[config.mk]
export PLATFORM = sky130hd
export DESIGN_NAME = word_serial_tx
export DESIGN_NICKNAME = d
export VERILOG_FILES = /design/src/rtl/word_serial_tx.sv
export SDC_FILE = /design/constraint.sdc
export NUM_CORES = 1
export LEC_CHECK = 0
export CAP_MARGIN = 5
export CORE_UTILIZATION = 50
export DETAILED_ROUTE_END_ITERATION = 8
export PLACE_DENSITY = 0.78
export REMOVE_ABC_BUFFERS = 1
export SETUP_SLACK_MARGIN = 0.15
export SLEW_MARGIN = 25
export SYNTH_ARGS = -nofsm -noshare
export SYNTH_HDL_FRONTEND = slang
export SYNTH_SLANG_ARGS = --single-unit
[constraint.sdc]
create_clock -name clk_i -period 2.05 [get_ports clk_i]
set_clock_uncertainty 0.2 [all_clocks]
set_input_delay 0.3075 -clock clk_i [delete_from_list [all_inputs] [get_ports clk_i]]
set_output_delay 0.3075 -clock clk_i [all_outputs]
set_load 0.01 [all_outputs]
[src/rtl/word_serial_tx.sv]
// Word-serial link transmitter: takes parallel words on a valid/ready handshake and
// shifts them out LSB-first under a frame strobe, with optional even parity and idle gap.
module word_serial_tx #(
   parameter int WIDTH     = 8,
   parameter int PARITY    = 0,
   parameter int IDLE_BITS = 1
) (
   input  logic             clk_i,
   input  logic             rst_i,
   input  logic [WIDTH-1:0] data_i,
   input  logic             valid_i,
   output logic             ready_o,
   output logic             ser_o,
   output logic             frame_o,
   output logic             busy_o,
   output logic             done_o
);

   localparam int CW = $clog2(WIDTH + 1);
   localparam int GW = (IDLE_BITS > 0) ? $clog2(IDLE_BITS + 1) : 1;
   localparam logic [CW-1:0] LAST_BIT = CW'(WIDTH - 1);
   localparam logic [GW-1:0] LAST_GAP = GW'(IDLE_BITS);

   localparam logic [1:0] ST_IDLE   = 2'd0;
   localparam logic [1:0] ST_SHIFT  = 2'd1;
   localparam logic [1:0] ST_PARITY = 2'd2;
   localparam logic [1:0] ST_GAP    = 2'd3;

   generate
      if (WIDTH < 1) begin : g_width_check
         $error("word_serial_tx: WIDTH must be at least 1");
      end
   endgenerate

   logic [1:0]       state_reg;
   logic [CW-1:0]    bit_cnt_reg;
   logic [GW-1:0]    gap_cnt_reg;
   logic [WIDTH-1:0] shift_reg;
   logic             par_reg;
   logic             frame_end;

   // Last data bit (no parity) or the parity bit has just been on the line for a cycle.
   always_comb begin
      frame_end = 1'b0;
      if (state_reg == ST_PARITY)
         frame_end = 1'b1;
      else if (state_reg == ST_SHIFT && bit_cnt_reg == LAST_BIT && PARITY == 0)
         frame_end = 1'b1;
   end

   always_ff @(posedge clk_i or posedge rst_i) begin
      if (rst_i) begin
         state_reg   <= ST_IDLE;
         bit_cnt_reg <= '0;
         gap_cnt_reg <= '0;
         shift_reg   <= '0;
         par_reg     <= 1'b0;
         ready_o     <= 1'b0;
         ser_o       <= 1'b0;
         frame_o     <= 1'b0;
         busy_o      <= 1'b0;
         done_o      <= 1'b0;
      end else begin
         done_o <= 1'b0;
         case (state_reg)
            ST_IDLE: begin
               // ready_o is low here only on the first cycle out of reset
               if (!ready_o) begin
                  ready_o <= 1'b1;
               end else if (valid_i) begin
                  shift_reg   <= data_i >> 1;
                  par_reg     <= ^data_i;
                  ser_o       <= data_i[0];
                  frame_o     <= 1'b1;
                  busy_o      <= 1'b1;
                  ready_o     <= 1'b0;
                  bit_cnt_reg <= '0;
                  state_reg   <= ST_SHIFT;
               end
            end
            ST_SHIFT: begin
               if (bit_cnt_reg != LAST_BIT) begin
                  ser_o       <= shift_reg[0];
                  shift_reg   <= shift_reg >> 1;
                  bit_cnt_reg <= bit_cnt_reg + CW'(1);
               end else if (PARITY != 0) begin
                  ser_o     <= par_reg;
                  state_reg <= ST_PARITY;
               end
            end
            ST_GAP: begin
               if (gap_cnt_reg == LAST_GAP) begin
                  ready_o   <= 1'b1;
                  busy_o    <= 1'b0;
                  state_reg <= ST_IDLE;
               end else begin
                  gap_cnt_reg <= gap_cnt_reg + GW'(1);
               end
            end
            default: ;
         endcase

         if (frame_end) begin
            frame_o <= 1'b0;
            ser_o   <= 1'b0;
            done_o  <= 1'b1;
            if (IDLE_BITS == 0) begin
               ready_o   <= 1'b1;
               busy_o    <= 1'b0;
               state_reg <= ST_IDLE;
            end else begin
               gap_cnt_reg <= GW'(1);
               state_reg   <= ST_GAP;
            end
         end
      end
   end

endmodule

Yosys cells after proc, flatten, opt, wreduce, memory -nomap -nowiden
Index checks and enable logic that the tools add are counted.
Word-level totals
  register bits after elaboration: 20
  latch bits: 0
  memory bits (writable): 0
  bits in read-only memories: 0
  word-level logic and storage cells: 74
  memories: 0
Operators by class
  $add $sub $neg: 2
  $mul: 0
  div/mod/pow operators: 0
  $lt $le $gt $ge: 0
  equal/unequal tests: 13
  shift-type cells: 0
  mux-type cells: 34
  bitwise logic cells: 0
  reductions and logical operators: 16
Operator list (count)
  2-to-1 mux 8 bit: 3
  2-to-1 mux 1 bit: 18
  one-hot mux 8 bit (2 select lines): 1
  AND reduction 4 bit: 4
  2-to-1 mux 4 bit: 3
  nonzero test 2 bit: 6
  != test 3 bit, second input constant: 3
  2-to-1 mux 2 bit: 4
  one-hot mux 4 bit (2 select lines): 1
  != test 2 bit, second input constant: 3
  one-hot mux 1 bit (2 select lines): 3
  nonzero test 3 bit: 2
  adder 4 x 1 -> 4 bit, second input constant: 1
  == test 2 bit, second input constant: 2
  == test 4 x 3 -> 1 bit, second input constant: 1
  != test 4 x 3 -> 1 bit, second input constant: 1
  one-hot mux 2 bit (2 select lines): 1
  != test 3 x 2 -> 1 bit, second input constant: 1
  AND reduction 3 bit: 1
  == test 2 x 1 -> 1 bit, second input constant: 1
  logical NOT 2 bit: 1
  != test 2 x 1 -> 1 bit, second input constant: 1
  AND reduction 2 bit: 1
  adder 1 bit, second input constant: 1
  logical AND 1 bit: 1

Depth between registers and ports, before layout
Gate-level depths: netlist (run 1).
  depth after elaboration: 6
  mapped depth: 4
  gate-level depth less buffers: 4

Least setup slack after synthesis (run 1)
Ideal clock, no wire load.
  kind: flip-flop to flip-flop
  from: register bit_cnt_reg[0]
  to: register shift_reg[1]
  data arrival time: 1.402 ns
  required time: 1.725 ns
  slack: 0.323 ns
  cell stages (with the launch flop): 5
  buffers on the path: 0
  clock period less this slack: 1.727 ns
  cell sequence: dfrtp_1 > ha_1 > and3b_1 > o21ai_4 > mux2_2
Between the ends
  word-level cells in the longest chain between the ends: 3
Ends and longest elaborated chain
  start: declaration: line 36  | logic [CW-1:0] bit_cnt_reg;
  start signal: assignment: line 85  | bit_cnt_reg <= bit_cnt_reg + CW'(1);
  != test 4 x 3 -> 1 bit: line 82  | if (bit_cnt_reg != LAST_BIT) begin
  != test 2 x 1 -> 1 bit (no source line)
  AND reduction 4 bit (no source line)
  end signal: assignment: line 71  | shift_reg <= data_i >> 1;
  end signal: assignment: line 84  | shift_reg <= shift_reg >> 1;
  end: declaration: line 38  | logic [WIDTH-1:0] shift_reg;
No other way between the ends.
A chain may end at the register's enable or synchronous reset.

Final worst setup path (run 1)
  from: register bit_cnt_reg[0]
  to: register shift_reg[3]
Same word-level chain as after synthesis.

==> impl_metrics.json, run 1 <==
{
  "status": "finished clean",
  "dieHeight_um": 44.5,
  "yosysWarnings": 0,
  "min_period_ns": 1.84,
  "async_flop_share_pct": 100,
  "grt_max_degree": 20,
  "die_area_sq_um": 1980,
  "gp_congestion": 0.824,
  "drt_iter0_drc": 16,
  "place_hpwl_mm": 1.12,
  "setup_viol": 0,
  "r2r-end": "shift_reg[3]$_DFFE_PP0P_",
  "rsz0062_at_grt": "false",
  "slew-limit-headroom_pct": 71.9,
  "final_common_cell": "dfrtp_1",
  "dr.pass1.iters": 4,
  "r2r_slack_ns": 0.21,
  "crit_type": "reg -> reg",
  "synth_edf_count": 0,
  "antenna_found_initial": 0,
  "die_w_um": 44.5,
  "max_freq_ghz": 0.544,
  "power.density_nw_per_um2": 1520,
  "portBuffers": 15,
  "placeableCoreArea_sq_um": 1590,
  "post-route-util_pct": 71.8,
  "antenna_cells": 0,
  "via_per_inst": 5.23,
  "layout-drive-gt1-share_pct": 24.2,
  "io_pins": 16,
  "grt_pass1_vias": 616,
  "endpoint_kind": "flip-flop",
  "reg2regPathDepth": 4,
  "cts_sinks": 19,
  "yosysUniqueCellTypes": 26,
  "largest_reg_flops": 7,
  "fillers": 118,
  "synth-seq-area-share_pct": 52.7,
  "worst_hold_path_type": "in -> async",
  "fin_area_sq_um": 1140,
  "power_leakage_uw": 0.000522,
  "cts_root_buf": "clkbuf_4",
  "clk-insertion-delay-late_ns": 0.29,
  "worstSetupStartpoint": "bit_cnt_reg[0]$_DFFE_PP0P_",
  "most-common-layout-cells": "dfrtp_1 (19), clkdlybuf4s50_1 (15), mux2_2 (8), buf_4 (7), nand2_1 (6)",
  "rows": 14,
  "power.total_uw": 1750,
  "crit_required_ns": 2.04,
  "finalSetupTns_ns": 0,
  "vias": 643,
  "nets": 112,
  "ys_ff_latch": 19,
  "tightest_slew_ns": 0.421,
  "hold_viol_final": 0,
  "cp-start-kind": "flip-flop",
  "maxSlewViolCount": 0,
  "path_clk_slew_ns": 0.11,
  "drc_errors": 0,
  "hold_ws_ns": 0.115,
  "finalWirelength_mm": 1.54,
  "area_delta_synth_final_pct": 26.9,
  "grt_pass1_wl_mm": 2.60,
  "grt_overflow": 0,
  "tritoncts": "built",
  "drv_cap": 0,
  "ctsHoldBuffers": 0,
  "syn_area_sq_um": 902,
  "grt_usage_pct": 18.4,
  "numCtsBuffers": 3,
  "syn_inst": 76,
  "synth-main-ff-cell": "dfrtp_1",
  "cp_max_fo": 8,
  "wl_per_cell_um": 12.5,
  "ant_nets": 0,
  "regArea_sq_um": 475,
  "critPathArrivalTime_ns": 1.82,
  "multi_input_area_sq_um": 390,
  "fin_crit_sh_pct": 89.6,
  "initial_utilization_pct": 56.6,
  "avgSynthCellArea_sq_um": 11.9,
  "r2r-start": "bit_cnt_reg[0]$_DFFE_PP0P_",
  "placed_area_sq_um": 1100,
  "htree_levels": 1,
  "vdd_ir_drop_max_mv": 0.930,
  "clockBufferDepth": 2
}
## synthesized netlist by cell type, types with 2 or more instances
master	number	area, sq um
dfrtp_1	19	475
nand2_1	6	22.5
o21ai_0	5	25.0
nand2b_1	3	18.8
inv_1	5	18.8
mux2_1	2	22.5
a21oi_1	3	15.0
mux2_2	8	90.1
mux2_4	2	30.0
nand3_1	4	20.0
mux2i_1	4	40.0
## power breakdown
| group | switching [uW] | leakage, uW | total [uW] | internal, uW |
|---|---|---|---|---|
| Clock | 115 | 0.0000177 | 188 | 72.6 |
| Sequential | 97.9 | 0.000230 | 644 | 546 |
| Combinational | 396 | 0.000274 | 914 | 518 |
## layout make-up
class	instances	share of cell area, %
well taps	24	2.62
multi-input cells	49	34.1
clock inverters	1	0.437
repair buffers	22	17.7
clock buffers	3	1.97
flip-flops and latches	19	41.5
inverters	5	1.64
## timing repair
action,in CTS,in global routing
resized for setup,0,2
setup buffers,0,2
endpoints found under the setup margin,0,4
## per-layer routing
| layer | GRT usage [%] | routed length, um | vias up |
|---|---|---|---|
| met3 | 3.67 | 51 | 0 |
| met2 | 27.1 | 749 | 18 |
| li1 | - | - | 311 |
| met1 | 25.3 | 738 | 314 |
| met5 | 0 | 0 | - |
| met4 | 10.9 | 0 | 0 |
## worst max-delay path by stage
stage	to	slack (ns)
detailed placement	shift_reg[3]$_DFFE_PP0P_	0.19
CTS	shift_reg[3]$_DFFE_PP0P_	0.18
global route	shift_reg[3]$_DFFE_PP0P_	0.15
global placement	shift_reg[2]$_DFFE_PP0P_	0.21
finish	shift_reg[3]$_DFFE_PP0P_	0.21
floorplan	shift_reg[1]$_DFFE_PP0P_	0.32
## through the flow
| stage | setup slack, ns | std cells |
|---|---|---|
| floorplan | 0.323 | 73 |
| global route | 0.150 | 123 |
| detailed placement | 0.195 | 117 |
| finish | 0.213 | 123 |
| global placement | 0.208 | 117 |
| CTS | 0.184 | 121 |
## logic make-up (layout without fill, tap and decap cells)
kind of cell	count (synthesis)	after routing	synth area share, %
DFF	19	19	52.7
and+or+nand+nor	19	19	11.8
muxes	16	16	20.3
AOI/OAI and AO/OA	13	13	9.43
buffers and inverters	8	31	4.44
adders and majority gates	1	1	1.39
## critical path, cell delays in order, from the launching register on
cell and delay (ns):
dfrtp_1 0.41, ha_2 0.20, and3b_2 0.24, o21ai_4 0.30, mux2_2 0.38
Note: power is estimated with default switching activity, not from simulation.
==> run 2: changes to the inputs <==
--- a/config.mk
+++ b/config.mk
@@ -5,11 +5,10 @@
 export SDC_FILE = /design/constraint.sdc
 export NUM_CORES = 1
 export LEC_CHECK = 0
-export CAP_MARGIN = 5
+export CAP_MARGIN = 30
 export CORE_UTILIZATION = 50
 export DETAILED_ROUTE_END_ITERATION = 8
 export PLACE_DENSITY = 0.78
-export REMOVE_ABC_BUFFERS = 1
 export SETUP_SLACK_MARGIN = 0.15
 export SLEW_MARGIN = 25
 export SYNTH_ARGS = -nofsm -noshare
==> run 2 against run 1 <==
Compared with the run above:
- via count shrank 3.0%
- cell count grew 1.6%
- power grew 2.2%
- sequential cell count is the same
- non-clock buffer count grew 2
- critical path depth is the same
- largest cell class unchanged
==> impl_metrics.json, run 2 (synthesis results as in run 1) <==
{
  "endpoint_kind": "flip-flop",
  "antenna_cells": 0,
  "numCtsBuffers": 3,
  "clockBufferDepth": 2,
  "grt_max_degree": 20,
  "wl_per_cell_um": 12.7,
  "max_freq_ghz": 0.543,
  "dieHeight_um": 44.5,
  "placeableCoreArea_sq_um": 1590,
  "tritoncts": "built",
  "tightest_slew_ns": 0.423,
  "crit_required_ns": 2.03,
  "portBuffers": 15,
  "setup_viol": 0,
  "min_period_ns": 1.84,
  "drv_cap": 0,
  "dr.pass1.iters": 2,
  "gp_congestion": 0.781,
  "synth_nets": 88,
  "path_clk_slew_ns": 0.10,
  "cp-start-kind": "flip-flop",
  "place_hpwl_mm": 1.15,
  "crit_type": "reg -> reg",
  "cp_slowest_cell": "dfrtp_1",
  "fin_crit_sh_pct": 89.9,
  "place_inst": 117,
  "drt_iter0_drc": 6,
  "slew-limit-headroom_pct": 71.8,
  "stdcell_count": 125,
  "critPathArrivalTime_ns": 1.83,
  "nets": 114,
  "power.density_nw_per_um2": 1530,
  "critical-path-max-stage-delay_ns": 0.41,
  "drc_errors": 0,
  "ant_nets": 0,
  "cts_sinks": 19,
  "htree_levels": 1,
  "cts_root_buf": "clkbuf_4",
  "rsz0062_at_grt": "true",
  "grt_pass1_vias": 616,
  "cp_max_fo": 8,
  "final_common_cell": "dfrtp_1",
  "area_delta_synth_final_pct": 29.3,
  "grt_pass1_wl_mm": 2.58,
  "finalSetupTns_ns": 0,
  "hold_viol_final": 0,
  "layout-drive-gt1-share_pct": 24.8,
  "worst_hold_path_type": "in -> async",
  "initial_utilization_pct": 56.6,
  "grt_usage_pct": 17.9,
  "ctsHoldBuffers": 0,
  "largest_reg_flops": 7,
  "status": "finished clean",
  "finalWirelength_mm": 1.58,
  "grt_overflow": 0,
  "rows": 14,
  "die_w_um": 44.5,
  "power_leakage_uw": 0.000538,
  "die_area_sq_um": 1980,
  "vias": 624,
  "r2r_slack_ns": 0.21,
  "most-common-layout-cells": "dfrtp_1 (19), clkdlybuf4s50_1 (15), buf_4 (9), nand2_1 (6), mux2_2 (6)",
  "antenna_found_initial": 0,
  "via_per_inst": 4.99,
  "maxSlewViolCount": 0,
  "cp_cell_sequence": "ha_2 > and3b_2 > o21ai_4 > mux2_2",
  "vdd_ir_drop_max_mv": 1.04,
  "clk-insertion-delay-late_ns": 0.29,
  "io_pins": 16
}
-- run 2: cell types whose count changed in the layout (fill, tap and decap cells not counted) --
| cell | previous run | this run |
|---|---|---|
| clkinv_2 | 1 | 0 |
| clkbuf_1 | 0 | 1 |
| mux2_4 | 2 | 4 |
| buf_4 | 7 | 9 |
| mux2_2 | 8 | 6 |
-- run 2: worst paths after layout --
| check | startpoint | end | cells after the start |
|---|---|---|---|
| max | bit_cnt_reg[0]$_DFFE_PP0P_ | shift_reg[2]$_DFFE_PP0P_ | 4 |
| min | rst_i | shift_reg[0]$_DFFE_PP0P_ | 3 |
| max reg2reg | bit_cnt_reg[0]$_DFFE_PP0P_ | shift_reg[2]$_DFFE_PP0P_ | 4 |
| min reg2reg | busy_o$_DFFE_PP0P_ | busy_o$_DFFE_PP0P_ | 2 |
| max in group asynchronous | rst_i | bit_cnt_reg[0]$_DFFE_PP0P_ | 3 |
| min in group clk_i | busy_o$_DFFE_PP0P_ | busy_o$_DFFE_PP0P_ | 2 |
-- run 2: layout make-up --
type,instances,area (sq um)
clock buffer,4,26.3
fill,104,428
inverter,5,18.8
multi-input combinational,49,398
sequential,19,475
tap,24,30.0
timing repair buffer,24,218
-- run 2: repair_timing --
item,in CTS,in global routing
buffers inserted,0,4
resized for setup,0,4
endpoints found under the setup margin,0,5
-- run 2: power by group --
group	internal [uW]	switching (uW)	leakage [uW]
combinational	555	400	0.000293
sequential	546	99.4	0.000230
clock	75.5	108	0.0000150
-- run 2: per-stage QoR --
step	total power (uW)	util [%]	hold slack, ns	worst slack (ns)	area, sq um
after global placement	1500	68.9	0.260	0.208	1100
after floorplan	1290	-	0.0586	0.323	902
after detailed placement	1530	68.9	0.269	0.181	1100
after global routing	1920	73.2	0.160	0.132	1170
final	1780	73.2	0.122	0.207	1170
after CTS	1710	70.6	0.135	0.190	1120
-- run 2: critical path, delay by kind of cell (launching register included) --
family	cells	cell delay, ns
AOI/OAI and AO/OA	1	0.31
adders and majority gates	1	0.20
DFF	1	0.41
muxes	1	0.37
and+or+nand+nor	1	0.25
-- run 2: routing by layer --
| layer | up-vias | wire length (um) | GRT usage, % |
|---|---|---|---|
| met5 | - | 0 | 0 |
| met4 | 0 | 9 | 5.45 |
| met3 | 2 | 43 | 2.45 |
| met2 | 8 | 768 | 28.5 |
| met1 | 301 | 761 | 25.5 |
| li1 | 313 | - | - |
